$ cat config.mk
export PLATFORM = sky130hd
export DESIGN_NAME = register_file_flat
export DESIGN_NICKNAME = d
export VERILOG_FILES = /design/src/rtl/register_file_if.sv /design/src/rtl/register_file.sv /design/src/flat_wrapper.sv
export SDC_FILE = /design/constraint.sdc
export NUM_CORES = 1
export LEC_CHECK = 0
export CAP_MARGIN = 10
export CORE_MARGIN = 2
export CORE_UTILIZATION = 37
export CTS_CLUSTER_SIZE = 30
export DETAILED_ROUTE_END_ITERATION = 8
export GPL_ROUTABILITY_DRIVEN = 0
export HOLD_SLACK_MARGIN = 0.05
export SLEW_MARGIN = 20
export SYNTH_ARGS = -nofsm -noshare
export SYNTH_HDL_FRONTEND = slang
export SYNTH_SLANG_ARGS = --single-unit
export TNS_END_PERCENT = 50
$ cat constraint.sdc
create_clock -name clk -period 12.45 [get_ports clk]
set_clock_uncertainty 0.15 [all_clocks]
set_input_delay 2.49 -clock clk [delete_from_list [all_inputs] [get_ports clk]]
set_output_delay 2.49 -clock clk [all_outputs]
set_load 0.05 [all_outputs]
$ cat src/rtl/register_file_if.sv
// Bus bundle for register_file: write port, dual read port and dump stream.
interface register_file_if #(
  parameter int SIZE   = 16,
  parameter int ADDR_W = 4
);
  logic              write_enable;
  logic [ADDR_W-1:0] waddr;
  logic [SIZE-1:0]   data_in;
  logic              read_enable;
  logic [ADDR_W-1:0] raddr_a;
  logic [ADDR_W-1:0] raddr_b;
  logic [SIZE-1:0]   data_out_a;
  logic [SIZE-1:0]   data_out_b;
  logic              read_valid;
  logic              dump_start;
  logic              dump_busy;
  logic [ADDR_W-1:0] dump_addr;
  logic [SIZE-1:0]   dump_data;
  logic              dump_valid;

  // Requester side: drives writes, reads and dump requests.
  modport master (
    output write_enable, waddr, data_in, read_enable, raddr_a, raddr_b, dump_start,
    input  data_out_a, data_out_b, read_valid, dump_busy, dump_addr, dump_data, dump_valid
  );

  // Register file side.
  modport slave (
    input  write_enable, waddr, data_in, read_enable, raddr_a, raddr_b, dump_start,
    output data_out_a, data_out_b, read_valid, dump_busy, dump_addr, dump_data, dump_valid
  );
endinterface

$ cat src/rtl/register_file.sv
// 2**ADDR_W x SIZE register file: R0 hardwired to zero, two registered read
// ports with write-through bypass, and a one-shot sequential dump engine.
module register_file #(
  parameter int SIZE   = 16,
  parameter int ADDR_W = 4
) (
  input  logic            clk,
  input  logic            reset,
  register_file_if.slave  bus
);
  localparam int NREG = 2 ** ADDR_W;
  localparam logic [ADDR_W-1:0] LAST_ADDR = {ADDR_W{1'b1}};

  typedef enum logic {IDLE, DUMP} dump_state_e;

  logic [SIZE-1:0]   regs [NREG];
  logic [SIZE-1:0]   data_out_a_q, data_out_b_q;
  logic              read_valid_q;
  dump_state_e       state_q, state_d;
  logic [ADDR_W-1:0] dump_addr_q, dump_addr_d;
  logic [SIZE-1:0]   dump_data_q;
  logic              dump_load;

  // Read value seen at the coming edge: R0 is zero, a same-edge write wins.
  function automatic logic [SIZE-1:0] read_byp(input logic [ADDR_W-1:0] addr);
    if (addr == '0)
      return '0;
    else if (bus.write_enable && bus.waddr == addr)
      return bus.data_in;
    else
      return regs[addr];
  endfunction

  // Storage array; R0 is never written so it stays at its reset value of zero.
  // NOTE: the array is in the async reset because reset must clear every register; this keeps it out of block RAM.
  always_ff @(posedge clk or posedge reset) begin
    if (reset) begin
      for (int i = 0; i < NREG; i++) regs[i] <= '0;
    end else if (bus.write_enable && bus.waddr != '0) begin
      // NOTE: non-blocking so every reader in this edge sees the pre-edge contents.
      regs[bus.waddr] <= bus.data_in;
    end
  end

  // Read ports: capture on read_enable, otherwise hold data and drop read_valid.
  always_ff @(posedge clk or posedge reset) begin
    if (reset) begin
      data_out_a_q <= '0;
      data_out_b_q <= '0;
      read_valid_q <= 1'b0;
    end else begin
      read_valid_q <= bus.read_enable;
      if (bus.read_enable) begin
        data_out_a_q <= read_byp(bus.raddr_a);
        data_out_b_q <= read_byp(bus.raddr_b);
      end
    end
  end

  // Dump FSM state register.
  always_ff @(posedge clk or posedge reset) begin
    if (reset) state_q <= IDLE;
    else       state_q <= state_d;
  end

  // Dump FSM next state: single pass, start requests ignored while dumping.
  always_comb begin
    // NOTE: default first so no path leaves state_d unassigned and infers a latch.
    state_d = state_q;
    unique case (state_q)
      IDLE: if (bus.dump_start) state_d = DUMP;
      DUMP: if (dump_addr_q == LAST_ADDR) state_d = IDLE;
      default: state_d = IDLE;
    endcase
  end

  // Dump FSM outputs: which address to present after the coming edge.
  always_comb begin
    dump_load   = 1'b0;
    dump_addr_d = dump_addr_q;
    unique case (state_q)
      IDLE: if (bus.dump_start) begin
        dump_load   = 1'b1;
        dump_addr_d = '0;
      end
      DUMP: if (dump_addr_q != LAST_ADDR) begin
        dump_load   = 1'b1;
        dump_addr_d = dump_addr_q + 1'b1;
      end
      default: ;
    endcase
  end

  // Dump address/data registers, loaded with the same bypass as the read ports.
  always_ff @(posedge clk or posedge reset) begin
    if (reset) begin
      dump_addr_q <= '0;
      dump_data_q <= '0;
    end else if (dump_load) begin
      dump_addr_q <= dump_addr_d;
      dump_data_q <= read_byp(dump_addr_d);
    end
  end

  assign bus.data_out_a = data_out_a_q;
  assign bus.data_out_b = data_out_b_q;
  assign bus.read_valid = read_valid_q;
  assign bus.dump_busy  = (state_q == DUMP);
  assign bus.dump_valid = (state_q == DUMP);
  assign bus.dump_addr  = dump_addr_q;
  assign bus.dump_data  = dump_data_q;
endmodule

$ cat src/flat_wrapper.sv
// flat-port wrapper written by rule: the top's interface ports become plain ports
module register_file_flat 
#(
  parameter int SIZE   = 16,
  parameter int ADDR_W = 4
)
  (clk, reset, bus_write_enable, bus_waddr, bus_data_in, bus_read_enable, bus_raddr_a, bus_raddr_b, bus_dump_start, bus_data_out_a, bus_data_out_b, bus_read_valid, bus_dump_busy, bus_dump_addr, bus_dump_data, bus_dump_valid);
  register_file_if #(.SIZE(SIZE), .ADDR_W(ADDR_W)) bus_i ();
  input  logic clk;
  input  logic reset;
  input wire logic [$bits(bus_i.write_enable)-1:0] bus_write_enable;
  input wire logic [$bits(bus_i.waddr)-1:0] bus_waddr;
  input wire logic [$bits(bus_i.data_in)-1:0] bus_data_in;
  input wire logic [$bits(bus_i.read_enable)-1:0] bus_read_enable;
  input wire logic [$bits(bus_i.raddr_a)-1:0] bus_raddr_a;
  input wire logic [$bits(bus_i.raddr_b)-1:0] bus_raddr_b;
  input wire logic [$bits(bus_i.dump_start)-1:0] bus_dump_start;
  output wire logic [$bits(bus_i.data_out_a)-1:0] bus_data_out_a;
  output wire logic [$bits(bus_i.data_out_b)-1:0] bus_data_out_b;
  output wire logic [$bits(bus_i.read_valid)-1:0] bus_read_valid;
  output wire logic [$bits(bus_i.dump_busy)-1:0] bus_dump_busy;
  output wire logic [$bits(bus_i.dump_addr)-1:0] bus_dump_addr;
  output wire logic [$bits(bus_i.dump_data)-1:0] bus_dump_data;
  output wire logic [$bits(bus_i.dump_valid)-1:0] bus_dump_valid;
  assign bus_i.write_enable = bus_write_enable;
  assign bus_i.waddr = bus_waddr;
  assign bus_i.data_in = bus_data_in;
  assign bus_i.read_enable = bus_read_enable;
  assign bus_i.raddr_a = bus_raddr_a;
  assign bus_i.raddr_b = bus_raddr_b;
  assign bus_i.dump_start = bus_dump_start;
  assign bus_data_out_a = bus_i.data_out_a;
  assign bus_data_out_b = bus_i.data_out_b;
  assign bus_read_valid = bus_i.read_valid;
  assign bus_dump_busy = bus_i.dump_busy;
  assign bus_dump_addr = bus_i.dump_addr;
  assign bus_dump_data = bus_i.dump_data;
  assign bus_dump_valid = bus_i.dump_valid;
  register_file #(.SIZE(SIZE), .ADDR_W(ADDR_W)) u_core (.clk(clk), .reset(reset), .bus(bus_i));
endmodule
* After elaboration in Yosys (flattened, before gate mapping) *
Index checks and enable logic that the tools add are counted.

cells by class
  add/subtract/negate cells = 1
  $mul = 0
  div/mod/pow operators = 0
  $lt $le $gt $ge = 5
  equal/unequal tests = 5
  shift operators = 0
  multiplexer cells = 26
  bitwise gates (word level) = 5
  reduce and logical (&&, ||, !) cells = 9

operators by type and width
  cell                                                        number
  bitwise mux 256 bit                                         1
  two-way mux 16 bit                                          13
  binary-select mux 16 bit (select 4 bit)                     3
  demux 16 bit (select 4 bit)                                 1
  >= comparator 5 bit, second input constant                  4
  NOT 4 -> 5 bit                                              4
  equality test 4 bit                                         3
  zero test 4 bit                                             3
  two-way mux 4 bit                                           2
  one-hot mux 4 bit (2 select lines)                          1
  logical AND 1 bit                                           5
  less-than comparator 5 x 1 -> 1 bit, second input constant  1
  adder 4 x 1 -> 4 bit, second input constant                 1
  equality test 4 bit, second input constant                  1
  inequality test 4 bit, second input constant                1
  one-hot mux 1 bit (2 select lines)                          2
  nonzero test 4 bit                                          1
  two-way mux 1 bit                                           3
  NOT 1 bit                                                   1

storage, ports and cells
  register bits after elaboration = 310
  bits in latches = 0
  RAM bits = 0
  memory bits (read-only) = 0
  input bits = 33
  output and inout bits = 55
  logic and storage cells = 73
  memories = 0

* Longest topological paths before layout *
  word-level depth = 9
  mapped depth = 12
  depth with buffers taken out = 9

* Least setup slack after synthesis *
Ideal clock, no wire load.

  path kind = input-to-reg
  start point = in bus_raddr_a[0]
  end point = reg u_core.data_out_a_q[10] (netlist: u_core.bus.data_out_a[10])
  setup time = 0.168 ns
  arrival time = 4.216 ns
  data required time = 12.132 ns
  setup slack = 7.916 ns
  stages on the path = 6
  path buffers = 2
  path through = buf_2 > buf_2 > mux4_2 > mux4_2 > mux2i_1 > o22ai_1

on the way
  longest elaborated chain between the ends = 6
  elaborated cells on any way between the ends = 9
  those cells by class = 1 x eq/ne; 5 x mux; 1 x bitwise; 2 x reduce/logical

RTL lines
  what                                                   RTL line             text
  from (decl)                                            flat_wrapper.sv:15   input wire logic [$bits(bus_i.raddr_a)-1:0] bus_raddr_a;
  NOT 4 -> 5 bit (implied by the code)                   register_file.sv:31  return regs[addr];
  binary-select mux 16 bit (select 4 bit)                register_file.sv:31
  two-way mux 16 bit (implied by the code) (2 in a row)  register_file.sv:31
  two-way mux 16 bit                                     register_file.sv:28  else if (bus.write_enable && bus.waddr == addr)
  two-way mux 16 bit (*)                                 register_file.sv:26  if (addr == '0)
  to (signal assigned)                                   register_file.sv:54  data_out_a_q <= read_byp(bus.raddr_a);
  to (decl)                                              register_file.sv:17  logic [SIZE-1:0] data_out_a_q, data_out_b_q;

Mark *: on every way between the ends. The rest lies on a longest branch, timed or not. The select of a mux whose other input is x is not followed.
A chain may end at the register's enable or synchronous reset.

* Final worst setup path *
  start point = in bus_dump_start
  end point = reg u_core.dump_data_q[4] (netlist: u_core.bus.dump_data[4])

on the way
  longest elaborated chain between the ends = 8
  elaborated cells on any way between the ends = 13
  those cells by class = 1 x eq/ne; 9 x mux; 1 x bitwise; 2 x reduce/logical

RTL lines
  what                                                   RTL line              text
  from (decl)                                            flat_wrapper.sv:17    input wire logic [$bits(bus_i.dump_start)-1:0] bus_dump_start;
  two-way mux 4 bit                                      register_file.sv:82   IDLE: if (bus.dump_start) begin
  one-hot mux 4 bit (2 select lines)                     register_file.sv:81   unique case (state_q)
  NOT 4 -> 5 bit (implied by the code)                   register_file.sv:31
  binary-select mux 16 bit (select 4 bit)                register_file.sv:31
  two-way mux 16 bit (implied by the code) (2 in a row)  register_file.sv:31
  two-way mux 16 bit                                     register_file.sv:28
  two-way mux 16 bit                                     register_file.sv:26
  to (signal assigned)                                   register_file.sv:101  dump_data_q <= read_byp(dump_addr_d);
  to (decl)                                              register_file.sv:21   logic [SIZE-1:0] dump_data_q;

Parallel ways exist; a longest one is shown, timed or not. The select of a mux whose other input is x is not followed.

==> out/qor.yml <==
run_status:
  status: "finished, final reports clean"
sta:
  max_slew.worst_pin.slew_ns: 1.24
  period_share_pct: 46.7
  setup_viol: 0
  tns_ns: 0
  fmax_mhz: 172
  hold_viol: 0
  drv_slew: 0
  finalCriticalPeriod_ns: 5.82
  rsz0062_at_grt: "false"
  slew_headroom_pct: 17.0
floorplanning:
  die_h_um: 231
  start_util_pct: 37.2
  row_count: 83
  die_area_um2: 53200
  coreArea_um2: 51100
  io_pins: 88
  die_x_um: 231
worst_setup_path:
  cp-end-kind: "flop"
  reg2reg_from: "u_core.bus.dump_addr[0]"
  endpoint: "u_core.bus.dump_data[4]"
  rrSetupSlack_ns: 7.80
  r2r-end: "u_core.bus.dump_data[4]"
  criticalPathCategory: "in -> reg"
  reg2regPathDepth: 10
  arrival_ns: 6.09
  crit_required_ns: 12.73
  worstSetupStartpoint: "bus_dump_start"
  critPathLaunchType: "input port"
  cp_max_fo: 69
synthesis:
  synth_area_um2: 19000
  synth_edf_count: 0
  synth_compound_area_share_pct: 12.5
  syn_nets: 1557
  yosys_warnings: 0
  synthXorXnorAreaFrac_pct: 0.553
  synth-simple-area-share_pct: 6.32
  synth_top_family_by_area: "multiplexers"
  synth_fa_ha_area_share_pct: 0.0658
  syn_inst: 1523
  ys_ff_latch: 310
  async_reset_ff_share_pct: 100
  syn_avg_cell_area_um2: 12.5
  synth_mux_area_share_pct: 34.9
  synth_cell_types: 65
  ys.flop_type: "dfrtp_1"
  seq_area_frac_synth_pct: 40.8
cts:
  cts_buffers: 35
  cts_hold_buf: 0
  cts_tree: "built"
  cts_max_level: 2
  cts-root-buf: "clkbuf_16"
  clkSlewWorstSetupHoldPaths_ns: 0.06
  cts_setup_buffers: 0
  cts_resized: 0
  clock_path_buffers: 3
  clock_latency_ns: 0.54
  cts.sinks: 310
global_routing:
  first_global_vias: 14300
  grt_usage_pct: 24.0
  grt_first_pass_wirelength_mm: 95.3
  overflow: 0
  grt_max_degree: 97
  antenna_found_initial: 3
drt:
  drc: 0
  viasPerCell: 6.59
  avgRoutedWirePerCell_um: 29.0
  totalWireLength_mm: 64.2
  drt.antenna.violating_nets: 0
  vias: 14600
  firstDrtPassIters: 7
  drt_iter0_drc: 1553
cells_and_area:
  drive_gt1_share_pct: 34.4
  instances_no_fill: 2211
  nFillCells: 4705
  design_area_um2: 21500
  fin_nets: 1541
  finish.utilization_pct: 42.1
  syn_to_final_growth_pct: 13.2
place:
  placedCellCount: 2150
  hpwl_mm: 37.1
  io_buffers: 87
  dpl_cell_area_um2: 20300
job:
  drv_cap: 0
power:
  power_uw: 5270
  ir_drop_mv: 0.203
  leakage_uw: 0.00855
  power_density_nw_per_um2: 245
hold_path:
  holdCritPathClass: "reg -> reg"
cells in the final DEF (no fill, tap or decap), types with 6 or more instances in the layout:
cell type        netlist  routed
a31oi_1               17      17
a211oi_1              86      86
buf_4                  4      37
a22oi_1               14      14
o21a_1                15      15
a21oi_1                7       7
clkinv_2               0       6
xor2_1                 7       7
dfrtp_1              310     308
o22ai_1               91      91
mux2_2               240     240
o31ai_1               14      14
clkbuf_16              0      37
mux4_2               160     160
o221ai_1              31      31
and3_1                74      74
nand3_1               17      14
nor3_1                17      17
clkbuf_8               0       8
mux2i_1               33      33
nor2_1                25      16
nor2_4                 0       9
clkbuf_1             124       7
clkdlybuf4s50_1        0      83
o21ai_0               22      22
inv_1                 37      36
nand2_1               39      38
o21ai_1               14      14
nor4_1                15      15
logic make-up after synthesis:
| kind of cell | count (synthesis) |
|---|---|
| compound gates | 336 |
| xor+xnor | 12 |
| fa+ha+maj | 1 |
| buf+inv | 217 |
| flops | 310 |
| mux | 433 |
| simple gates | 214 |
synth_stat cells, types with 3 or more instances:
cell type	instances	area, um2
nor3_1	17	85.1
nor2_1	25	93.8
buf_6	7	78.8
inv_1	37	139
xor2_1	7	61.3
mux4_2	160	3600
o21a_1	15	113
nand3_1	17	85.1
nand2b_1	5	31.3
o21ai_1	14	70.1
o31ai_1	14	105
buf_1	10	37.5
nand3b_1	3	22.5
mux2i_1	33	330
o211ai_1	4	30.0
xnor2_1	5	43.8
and3_1	74	463
a21oi_1	7	35.0
mux2_2	240	2700
a211oi_1	86	646
a31oi_1	17	106
dfrtp_1	310	7760
o22ai_1	91	569
or3_1	3	18.8
nor4_1	15	93.8
clkbuf_1	124	465
a22oi_1	14	105
nand2_1	39	146
nand4b_1	3	26.3
buf_4	4	30.0
buf_2	30	150
o221ai_1	31	272
o21ai_0	22	110
per-stage QoR:
stage | hold slack, ns | setup slack, ns
after floorplan | 0.305 | 1.24
after global placement | 0.248 | 6.25
after detailed placement | 0.250 | 6.16
after CTS | 0.264 | 6.67
after global routing | 0.290 | 6.38
final | 0.270 | 6.63
worst min path at each step:
stage                                start               end  slack, ns  cells past startpoint
after global routing      u_core.regs[254]  u_core.regs[254]       0.29                      0
after detailed placement  u_core.regs[254]  u_core.regs[254]       0.25                      0
final                     u_core.regs[254]  u_core.regs[254]       0.27                      0
after CTS                 u_core.regs[254]  u_core.regs[254]       0.26                      0
after floorplan           u_core.regs[254]  u_core.regs[254]       0.30                      1
after global placement    u_core.regs[254]  u_core.regs[254]       0.25                      0
layer usage:
layer  routed length (um)  vias up  global-route usage (%)
met2                29600      770                    37.1
met5                   27        -                       0
met4                 3520        4                    11.8
met3                 5300      204                    4.68
li1                     -     6004                       -
met1                25800     7598                    32.4
where the power goes:
| part | internal, uW | switching, uW | total (uW) |
|---|---|---|---|
| registers | 1260 | 301 | 1560 |
| logic | 1050 | 1600 | 2650 |
| clock network | 629 | 427 | 1060 |
| total | 2940 | 2330 | 5270 |
worst max-delay path, stage by stage:
cell and delay (ns):
clkdlybuf4s50_1 0.50, or2_1 0.34, a21boi_4 0.32, nor2_8 0.19, inv_4 0.46, buf_4 0.75, a211oi_1 0.20, nor4_1 0.39
o21ai_1 0.15, o31ai_1 0.25
state kept, by name, summed over array words and instances (netlist names):
register,cells
u_core.regs,256
u_core.bus.data_out_a,16
u_core.bus.data_out_b,16
u_core.bus.dump_data,16
u_core.bus.dump_addr,4
u_core.bus.dump_busy,1
u_core.bus.read_valid,1
final cells by class:
cell class              count  area [um2]  area share [%]
diodes                      1        2.50          0.0116
clock buffers              52        1060            4.94
clock inverters             8        90.1           0.419
inverters                  40         160           0.745
multi-input cells         996       10400            48.5
flip-flops and latches    310        7760            36.1
well taps                 680         851            3.96
repair buffers            124        1140            5.31
Note: power is estimated with default switching activity, not from simulation.
